<file path="src/rtl/regex_memory_arbiter_if.sv">
// Fetch-side bundle between the CPU memory ports, the arbiter and the shared instruction memory.
// The master side drives requests and memory data; the slave side is the arbiter.
interface regex_memory_arbiter_if #(
    parameter int unsigned N_CPU             = 4,
    parameter int unsigned MEMORY_WIDTH      = 20,
    parameter int unsigned MEMORY_ADDR_WIDTH = 11
);
    logic [N_CPU-1:0]                   cpu_memory_valid;
    logic [N_CPU*MEMORY_ADDR_WIDTH-1:0] cpu_memory_addr;
    logic [N_CPU-1:0]                   cpu_memory_ready;
    logic [MEMORY_WIDTH-1:0]            cpu_memory_data;
    logic                               mem_en;
    logic [MEMORY_ADDR_WIDTH-1:0]       mem_addr;
    logic [MEMORY_WIDTH-1:0]            mem_data;

    modport master (
        output cpu_memory_valid, cpu_memory_addr, mem_data,
        input  cpu_memory_ready, cpu_memory_data, mem_en, mem_addr
    );

    modport slave (
        input  cpu_memory_valid, cpu_memory_addr, mem_data,
        output cpu_memory_ready, cpu_memory_data, mem_en, mem_addr
    );
endinterface

</file>
<file path="src/rtl/regex_memory_arbiter.sv">
// Round-robin arbiter sharing one synchronous instruction memory among N_CPU regex_cpu fetch ports.
// One fetch per three cycles: GRANT (ready + mem_en), DATA (memory output forwarded), IDLE (arbitrate).
module regex_memory_arbiter #(
    parameter int unsigned N_CPU             = 4,
    parameter int unsigned MEMORY_WIDTH      = 20,
    parameter int unsigned MEMORY_ADDR_WIDTH = 11
) (
    input logic                   clk,
    input logic                   rst,
    regex_memory_arbiter_if.slave bus
);
    localparam int unsigned ID_BITS = $clog2(N_CPU);

    typedef enum logic [1:0] {
        IDLE  = 2'd0,
        GRANT = 2'd1,
        DATA  = 2'd2
    } state_t;

    state_t                       state;
    state_t                       state_nxt;
    logic [ID_BITS-1:0]           last_grant;
    logic [ID_BITS-1:0]           grant_nxt;
    logic [ID_BITS-1:0]           win_id;
    logic                         win_found;
    logic [N_CPU-1:0]             eligible;
    logic [MEMORY_ADDR_WIDTH-1:0] win_addr;
    logic                         holdoff;
    logic [MEMORY_WIDTH-1:0]      data_hold;
    logic [N_CPU-1:0]             ready_q;
    logic [N_CPU-1:0]             ready_nxt;
    logic                         en_q;
    logic                         en_nxt;
    logic [MEMORY_ADDR_WIDTH-1:0] addr_q;
    logic [MEMORY_ADDR_WIDTH-1:0] addr_nxt;

    // Round-robin search starting after last_grant; the last winner is masked for one
    // IDLE cycle so a CPU that is slow to drop valid is not served twice.
    always_comb begin
        eligible = bus.cpu_memory_valid;
        if (holdoff) begin
            eligible[last_grant] = 1'b0;
        end
        win_found = 1'b0;
        win_id    = last_grant;
        for (int unsigned k = 1; k <= N_CPU; k++) begin
            if (!win_found && eligible[ID_BITS'((32'(last_grant) + k) % N_CPU)]) begin
                win_found = 1'b1;
                win_id    = ID_BITS'((32'(last_grant) + k) % N_CPU);
            end
        end
        win_addr = '0;
        for (int unsigned i = 0; i < N_CPU; i++) begin
            if (win_id == ID_BITS'(i)) begin
                win_addr = bus.cpu_memory_addr[i*MEMORY_ADDR_WIDTH +: MEMORY_ADDR_WIDTH];
            end
        end
    end

    always_ff @(posedge clk or negedge rst) begin
        if (!rst) begin
            state <= IDLE;
        end else begin
            state <= state_nxt;
        end
    end

    always_comb begin
        state_nxt = state;
        unique case (state)
            IDLE:    if (win_found) state_nxt = GRANT;
            GRANT:   state_nxt = DATA;
            DATA:    state_nxt = IDLE;
            default: state_nxt = IDLE;
        endcase
    end

    // Next values of the registered grant outputs; only an IDLE win launches a fetch.
    always_comb begin
        ready_nxt = '0;
        en_nxt    = 1'b0;
        addr_nxt  = addr_q;
        grant_nxt = last_grant;
        if (state == IDLE && win_found) begin
            ready_nxt[win_id] = 1'b1;
            en_nxt            = 1'b1;
            addr_nxt          = win_addr;
            grant_nxt         = win_id;
        end
    end

    always_ff @(posedge clk or negedge rst) begin
        if (!rst) begin
            ready_q    <= '0;
            en_q       <= 1'b0;
            addr_q     <= '0;
            last_grant <= ID_BITS'(N_CPU - 1);
            holdoff    <= 1'b0;
            data_hold  <= '0;
        end else begin
            ready_q    <= ready_nxt;
            en_q       <= en_nxt;
            addr_q     <= addr_nxt;
            last_grant <= grant_nxt;
            holdoff    <= (state == DATA);
            if (state == DATA) begin
                data_hold <= bus.mem_data;
            end
        end
    end

    assign bus.cpu_memory_ready = ready_q;
    assign bus.mem_en           = en_q;
    assign bus.mem_addr         = addr_q;
    // Memory output passes straight through in DATA and is held afterwards.
    assign bus.cpu_memory_data  = (state == DATA) ? bus.mem_data : data_hold;
endmodule

</file>
<file path="src/flat_wrapper.sv">
// flat-port wrapper written by rule: the top's interface ports become plain ports
module regex_memory_arbiter_flat 
#(
    parameter int unsigned N_CPU             = 4,
    parameter int unsigned MEMORY_WIDTH      = 20,
    parameter int unsigned MEMORY_ADDR_WIDTH = 11
)
  (clk, rst, bus_cpu_memory_valid, bus_cpu_memory_addr, bus_mem_data, bus_cpu_memory_ready, bus_cpu_memory_data, bus_mem_en, bus_mem_addr);
  regex_memory_arbiter_if #(.N_CPU(N_CPU), .MEMORY_WIDTH(MEMORY_WIDTH), .MEMORY_ADDR_WIDTH(MEMORY_ADDR_WIDTH)) bus_i ();
  input logic clk;
  input logic rst;
  input wire logic [$bits(bus_i.cpu_memory_valid)-1:0] bus_cpu_memory_valid;
  input wire logic [$bits(bus_i.cpu_memory_addr)-1:0] bus_cpu_memory_addr;
  input wire logic [$bits(bus_i.mem_data)-1:0] bus_mem_data;
  output wire logic [$bits(bus_i.cpu_memory_ready)-1:0] bus_cpu_memory_ready;
  output wire logic [$bits(bus_i.cpu_memory_data)-1:0] bus_cpu_memory_data;
  output wire logic [$bits(bus_i.mem_en)-1:0] bus_mem_en;
  output wire logic [$bits(bus_i.mem_addr)-1:0] bus_mem_addr;
  assign bus_i.cpu_memory_valid = bus_cpu_memory_valid;
  assign bus_i.cpu_memory_addr = bus_cpu_memory_addr;
  assign bus_i.mem_data = bus_mem_data;
  assign bus_cpu_memory_ready = bus_i.cpu_memory_ready;
  assign bus_cpu_memory_data = bus_i.cpu_memory_data;
  assign bus_mem_en = bus_i.mem_en;
  assign bus_mem_addr = bus_i.mem_addr;
  regex_memory_arbiter #(.N_CPU(N_CPU), .MEMORY_WIDTH(MEMORY_WIDTH), .MEMORY_ADDR_WIDTH(MEMORY_ADDR_WIDTH)) u_core (.clk(clk), .rst(rst), .bus(bus_i));
endmodule
</file>
<file path="config.mk">
export PLATFORM = sky130hd
export DESIGN_NAME = regex_memory_arbiter_flat
export DESIGN_NICKNAME = d
export VERILOG_FILES = /design/src/rtl/regex_memory_arbiter_if.sv /design/src/rtl/regex_memory_arbiter.sv /design/src/flat_wrapper.sv
export SDC_FILE = /design/constraint.sdc
export NUM_CORES = 1
export LEC_CHECK = 0
export ABC_CLOCK_PERIOD_IN_PS = 3850
export CELL_PAD_IN_SITES_DETAIL_PLACEMENT = 2
export CELL_PAD_IN_SITES_GLOBAL_PLACEMENT = 2
export CORE_MARGIN = 8
export CORE_UTILIZATION = 27
export CTS_CLUSTER_DIAMETER = 150
export DETAILED_ROUTE_END_ITERATION = 10
export HOLD_SLACK_MARGIN = 0.05
export PLACE_DENSITY_LB_ADDON = 0.1
export SLEW_MARGIN = 20
export SYNTH_ARGS = -nofsm -noshare
export SYNTH_HDL_FRONTEND = slang
export SYNTH_SLANG_ARGS = --single-unit
</file>
<file path="constraint.sdc">
create_clock -name clk -period 3.85 [get_ports clk]
set_input_delay 1.155 -clock clk [delete_from_list [all_inputs] [get_ports clk]]
set_output_delay 1.155 -clock clk [all_outputs]
set_load 0.005 [all_outputs]
</file>
==> results of run 1 <==
==> placed cells by master (no fill, tap or decap), drive strengths merged, types with 3 or more instances in the layout <==
master         instances
o31ai                  7
dfrtp                 39
o21ai                  4
a21oi                 10
a21boi                13
o22ai                  3
nand2                 23
inv                   13
mux2i                  7
buf                    5
mux2                  22
o221a                  6
clkbuf                 5
ha                     4
o221ai                 7
a211oi                 6
nor2                   6
clkdlybuf4s50        104
nor2b                  3
==> power by group through the flow <==
stage	Combinational, µW	Sequential [µW]	Clock [µW]
global route	2170	825	370
CTS	2010	799	356
global placement	1960	787	0
finish	1960	793	344
floorplan	1290	734	0
detailed placement	2000	804	0
==> worst max path at each step <==
| stage | from | to | slack (ps) |
|---|---|---|---|
| 2_1_floorplan | bus_mem_data[0] | bus_cpu_memory_data[0] | 1280 |
| 3_3_place_gp | bus_mem_data[14] | bus_cpu_memory_data[14] | 400 |
| 3_5_place_dp | bus_cpu_memory_valid[2] | u_core.bus.mem_addr[2]$_DFFE_PN0P_ | 310 |
| 4_1_cts | bus_mem_data[15] | bus_cpu_memory_data[15] | 370 |
| 5_1_grt | bus_mem_data[8] | bus_cpu_memory_data[8] | 340 |
| 6_report | bus_mem_data[15] | bus_cpu_memory_data[15] | 380 |
==> final cells by class <==
cell class / count / area, µm² / area share [%]
sequential: 41 / 1030 / 29.1
multi-input combinational: 140 / 1150 / 32.5
clock buffer: 5 / 68.8 / 1.94
clock inverter: 2 / 35.0 / 0.990
timing repair buffer: 109 / 1080 / 30.4
inverter: 13 / 48.8 / 1.38
tap: 105 / 131 / 3.71
==> metrics by stage <==
step,instances,hold WS (ps)
6_report,415,456
5_1_grt,415,479
4_1_cts,415,465
3_5_place_dp,408,452
3_3_place_gp,408,434
2_1_floorplan,207,418
==> state kept, by name (all words and copies together), names as in the netlist <==
name                         cells
u_core.state                     2
u_core.bus.mem_en                1
u_core.bus.cpu_memory_ready      4
u_core.holdoff                   1
u_core.last_grant                2
u_core.data_hold                20
u_core.bus.mem_addr             11
==> layer usage <==
| layer | GRT usage [%] | wire length (µm) |
|---|---|---|
| met5 | 0 | 0 |
| met4 | 2.93 | 70 |
| met3 | 4.82 | 560 |
| met2 | 22.7 | 3780 |
| met1 | 17.2 | 3500 |
==> cells by family (layout without fill, tap and decap cells) <==
family                     after synthesis  after routing
AOI/OAI and AO/OA                       66             66
DFF                                     41             41
buffers and inverters                   26            129
and+or+nand+nor                         40             40
adders and majority gates                4              4
muxes                                   29             29
xor gates and xnor gates                 1              1
==> worst max-delay path, stage by stage <==
cell and delay [ps]:
clkdlybuf4s50_1 400, mux2_2 280, clkdlybuf4s50_1 480
==> impl_metrics.env, run 1 <==
export IMPL_status="completed"
export IMPL_power_switching_uw=1240
export IMPL_power_density_over_the_cells_nw_per_um2=876
export IMPL_ctsLongestPathBuffers=2
export IMPL_yosys_area_share_simple_pct=7.95
export IMPL_syn_instance_count=207
export IMPL_synth_nets=281
export IMPL_worstSetupEndpointType="output pin"
export IMPL_drtAntennaViolNets=0
export IMPL_initial_utilization_pct=28.0
export IMPL_grt_max_degree=42
export IMPL_pwr_share_comb_pct=63.3
export IMPL_maxCapViolations=0
export IMPL_sequentialPowerShare_pct=25.6
export IMPL_clock_latency_ps=300
export IMPL_mappedNetlistArea_um2=2310
export IMPL_postRouteWirelength_um=7910
export IMPL_yosys_top_cell_area_share_pct=42.2
export IMPL_synth_top_flop_cell="dfrtp_1"
export IMPL_final_fill_count=882
export IMPL_terminating_pin_of_the_worst_hold_path="u_core.state[1]$_DFFE_PN0P_"
export IMPL_finalHoldViolations=0
export IMPL_overall_via_count_from_detail_route=2025
export IMPL_synth_edff_count=0
export IMPL_intPower_uw=1860
export IMPL_synth_fa_ha_area_share_pct=2.16
export IMPL_worst_slew_margin_rel_pct=36.7
export IMPL_worst_reg2reg_path_length_in_cells=9
export IMPL_synthXorXnorAreaFrac_pct=0.379
export IMPL_setup_total_negative_slack_ps=0
export IMPL_synth_top_family_by_area="compound AO/OA/AOI/OAI gates"
export IMPL_cts_resized=0
export IMPL_avgRoutedWirePerCell_um=19.1
export IMPL_place_area_um2=3440
export IMPL_final_setup_viol_count=0
export IMPL_hold_buffers=0
export IMPL_power_frac_clock_pct=11.1
export IMPL_ys_seq_area_share_pct=44.5
export IMPL_reg2reg_from="u_core.last_grant[0]$_DFFE_PN1P_"
export IMPL_ir_worst_vdd_mv=0.254
export IMPL_p_leak_uw=0.00145
export IMPL_switching_share_pct=40.0
export IMPL_clk_root_buffer_cell="clkbuf_8"
export IMPL_crit_required_ps=2690
export IMPL_power_total_uw=3100
export IMPL_netlist_top_cells_count="dfrtp_1 (39), nand2_1 (22), mux2_2 (21), inv_1 (13), a21oi_1 (8)"
export IMPL_worst_path_max_fanout=2
export IMPL_hold_path_cell_count=1
export IMPL_post_route_min_period_ps=3470
export IMPL_core_area_um2=8260
export IMPL_first_pass_iters=4
export IMPL_floorplan_die_width_um=109
export IMPL_finalMaxSlewViolations=0
export IMPL_setup_repair_after_global_routing_missed_its_margin="false"
export IMPL_timing_critical_path_arrival_ps=2310
export IMPL_flow_area_growth_from_synthesis_pct=53.0
export IMPL_floorplan_die_area_um2=11800
export IMPL_yosys_warnings=0
export IMPL_grt_first_pass_wirelength_um=12900
export IMPL_dp_hpwl_um=6130
export IMPL_post_synth_main_area_contributors="dfrtp_1 (42%), mux2_2 (10%), nand2_1 (3.6%), o31ai_2 (3.2%), mux2i_1 (3.0%)"
export IMPL_vias_cell=4.88
export IMPL_gpl_final_weighted_congestion=0.763
export IMPL_r2r_end="u_core.bus.mem_addr[1]$_DFFE_PN0P_"
export IMPL_worst_pin_slew_ps=949
export IMPL_postSynthRegisterBits=41
export IMPL_finalNetCount=384
export IMPL_timing_setup_critical_path_class="primary input to output pin"
export IMPL_synth_area_mux_share_pct=13.9
export IMPL_std_cell_rows=33
export IMPL_grt_overflow=0
export IMPL_synth_cell_types=45
export IMPL_first_global_vias=2416
export IMPL_worst_r2r_setup_slack_ps=950
export IMPL_synth_most_common_cell="dfrtp_1"
export IMPL_cts_sinks=41
export IMPL_post_synth_top_area_cell="dfrtp_1"
export IMPL_antenna_found_initial=0
export IMPL_worstHoldStart="u_core.state[1]$_DFFE_PN0P_"
export IMPL_maximum_operating_frequency_mhz=288
export IMPL_antennaDiodeCount=0
export IMPL_io_pin_count=106
export IMPL_final_layout_size_suffix_gt1_share_pct=18.4
export IMPL_timing_final_ws_setup_ps=381
export IMPL_drc=0
export IMPL_utilization_pct=42.9
export IMPL_worst_hold_path_type="flop to flop"
export IMPL_drt_iter0_markers=35
export IMPL_cts_buffers=5
export IMPL_h_tree_level_count=2
export IMPL_syn_avg_cell_area_um2=11.2
export IMPL_die_height_um=109
export IMPL_worst_setup_path_start_kind="primary input"
export IMPL_cts_repair_timing_setup_buffer_count=0
export IMPL_fin_worst_skew_ps=8.25
export IMPL_synth_async_reset_ratio_pct=100
export IMPL_clock_pin_slew_of_the_registers_on_the_worst_case_setup_and_hold_paths_ps=80
export IMPL_cts_tree="done"
export IMPL_pre_cts_slack_ps=313
export IMPL_buffer_ports_inserted=105
export IMPL_final_cell_area_um2=3540
export IMPL_global_route_usage_total_pct=13.9
export IMPL_timing_final_crit_share_pct=90.1
export IMPL_synth_compound_gate_area_share_pct=25.1
No activity file was read; power rests on OpenSTA's default activity.
==> run 2: changes to the inputs <==
Settings changed: CORE_UTILIZATION 27 to 30, DONT_BUFFER_PORTS set to 1.
==> impl_metrics.env, run 2 (synthesis gave the netlist of run 1 again) <==
export IMPL_h_tree_level_count=2
export IMPL_setup_total_negative_slack_ps=0
export IMPL_grt_first_pass_wirelength_um=11100
export IMPL_grt_max_degree=42
export IMPL_cts_resized=0
export IMPL_ctsLongestPathBuffers=2
export IMPL_clock_pin_slew_of_the_registers_on_the_worst_case_setup_and_hold_paths_ps=90
export IMPL_worst_setup_path_start_kind="flop"
export IMPL_registers_top_by_ff_count="u_core.data_hold"
export IMPL_maximum_operating_frequency_mhz=330
export IMPL_status="completed"
export IMPL_buffer_ports_inserted=0
export IMPL_cts_tree="done"
export IMPL_timing_critical_path_arrival_ps=3240
export IMPL_drt_iter0_markers=32
export IMPL_core_area_um2=7610
export IMPL_cts_sinks=41
export IMPL_clock_latency_ps=290
export IMPL_finalHoldWorstSlack_ps=447
export IMPL_drc=0
export IMPL_std_cell_rows=32
export IMPL_antennaDiodeCount=0
export IMPL_ir_worst_vdd_mv=0.264
export IMPL_clk_root_buffer_cell="clkbuf_8"
export IMPL_worst_pin_slew_ps=725
export IMPL_final_layout_size_suffix_gt1_share_pct=27.7
export IMPL_most_common_layout_cells="dfrtp_1 (39), nand2_1 (22), mux2_2 (21)"
export IMPL_maxCapViolations=0
export IMPL_drtAntennaViolNets=0
export IMPL_worst_slew_margin_rel_pct=51.5
export IMPL_largest_register_ffs=20
export IMPL_fin_worst_skew_ps=3.49
export IMPL_first_pass_iters=4
export IMPL_overall_via_count_from_detail_route=1655
export IMPL_gpl_final_weighted_congestion=0.749
export IMPL_finalMaxSlewViolations=0
export IMPL_timing_final_crit_share_pct=78.8
export IMPL_finalNetCount=279
export IMPL_timing_setup_critical_path_class="flop to flop"
export IMPL_crit_required_ps=4060
export IMPL_post_route_min_period_ps=3030
export IMPL_floorplan_die_width_um=104
export IMPL_multi_input_area_um2=1150
export IMPL_dp_hpwl_um=5260
export IMPL_final_fill_count=820
export IMPL_vias_cell=5.37
export IMPL_register_area_um2=1030
export IMPL_final_setup_viol_count=0
export IMPL_worst_hold_path_type="flop to flop"
export IMPL_power_total_uw=2710
export IMPL_initial_utilization_pct=30.4
export IMPL_antenna_found_initial=0
export IMPL_cts_repair_timing_setup_buffer_count=0
export IMPL_hold_buffers=0
export IMPL_io_pin_count=106
export IMPL_first_global_vias=1917
export IMPL_floorplan_die_area_um2=10800
export IMPL_setup_repair_after_global_routing_missed_its_margin="false"
export IMPL_cts_buffers=5
export IMPL_finalHoldViolations=0
export IMPL_p_leak_uw=0.00106
export IMPL_postRouteWirelength_um=6810
export IMPL_avgRoutedWirePerCell_um=22.1
export IMPL_die_height_um=104
export IMPL_worst_path_max_fanout=14
export IMPL_layout_commonest_cell="dfrtp_1"
export IMPL_worstSetupEndpointType="flop"
export IMPL_grt_overflow=0
export IMPL_flow_area_growth_from_synthesis_pct=9.09
export IMPL_global_route_usage_total_pct=12.7
export IMPL_power_density_over_the_cells_nw_per_um2=1070
## run 2: changes by cell type in the layout (fill, tap and decap cells not counted)
cell	delta
bufinv_16	+1
inv_6	+1
clkinv_2	-1
buf_2	-1
clkdlybuf4s50_1	-104
## run 2: report_power, final
part | total, µW | internal (µW) | switching [µW]
logic | 1470 | 629 | 839
registers | 814 | 657 | 157
clock network | 423 | 261 | 162
## run 2: metal layers
layer,vias up,global-route usage [%],wire (µm)
met2,66,20.7,3270
li1,750,-,-
met1,837,14.8,2880
met4,0,2.48,23
met3,2,6.07,634
met5,-,0,0
## run 2: stage by stage
step,setup slack [ps],instance area [µm²],utilization (%),instances
after detailed placement,805,2390,31.4,300
final,818,2520,33.2,308
after global routing,593,2520,33.2,308
after CTS,788,2520,33.2,308
after global placement,942,2390,31.4,300
after floorplan,1280,2310,-,207
## run 2: path summary, 6_finish.rpt
kind,from,to,slack (ps),cells after the start
worst max-delay path,u_core.last_grant[0]$_DFFE_PN1P_,u_core.bus.mem_addr[2]$_DFFE_PN0P_,820,8
worst min-delay path,u_core.state[1]$_DFFE_PN0P_,u_core.state[1]$_DFFE_PN0P_,450,1
worst max register to register,u_core.last_grant[0]$_DFFE_PN1P_,u_core.bus.mem_addr[2]$_DFFE_PN0P_,820,8
worst min register to register,u_core.state[1]$_DFFE_PN0P_,u_core.state[1]$_DFFE_PN0P_,450,1
max in group asynchronous,rst,u_core.last_grant[1]$_DFFE_PN1P_,3120,0
min in group asynchronous,rst,u_core.bus.mem_addr[6]$_DFFE_PN0P_,550,0
## run 2: layout make-up
class / instances / share of cell area (%)
multi-input cells: 140 / 45.6
clock inverters: 3 / 2.73
well taps: 102 / 5.06
clock buffers: 5 / 2.73
flip-flops and latches: 41 / 40.8
inverters: 13 / 1.93
repair buffers: 4 / 1.19
## run 2: worst max-delay path: stages (launching register included)
cell and delay (ps):
dfstp_2 720, inv_1 180, ha_1 280, o221ai_1 480, o2bb2ai_1 110, buf_4 190
nor2_1 570, a21boi_0 190, o221ai_1 210
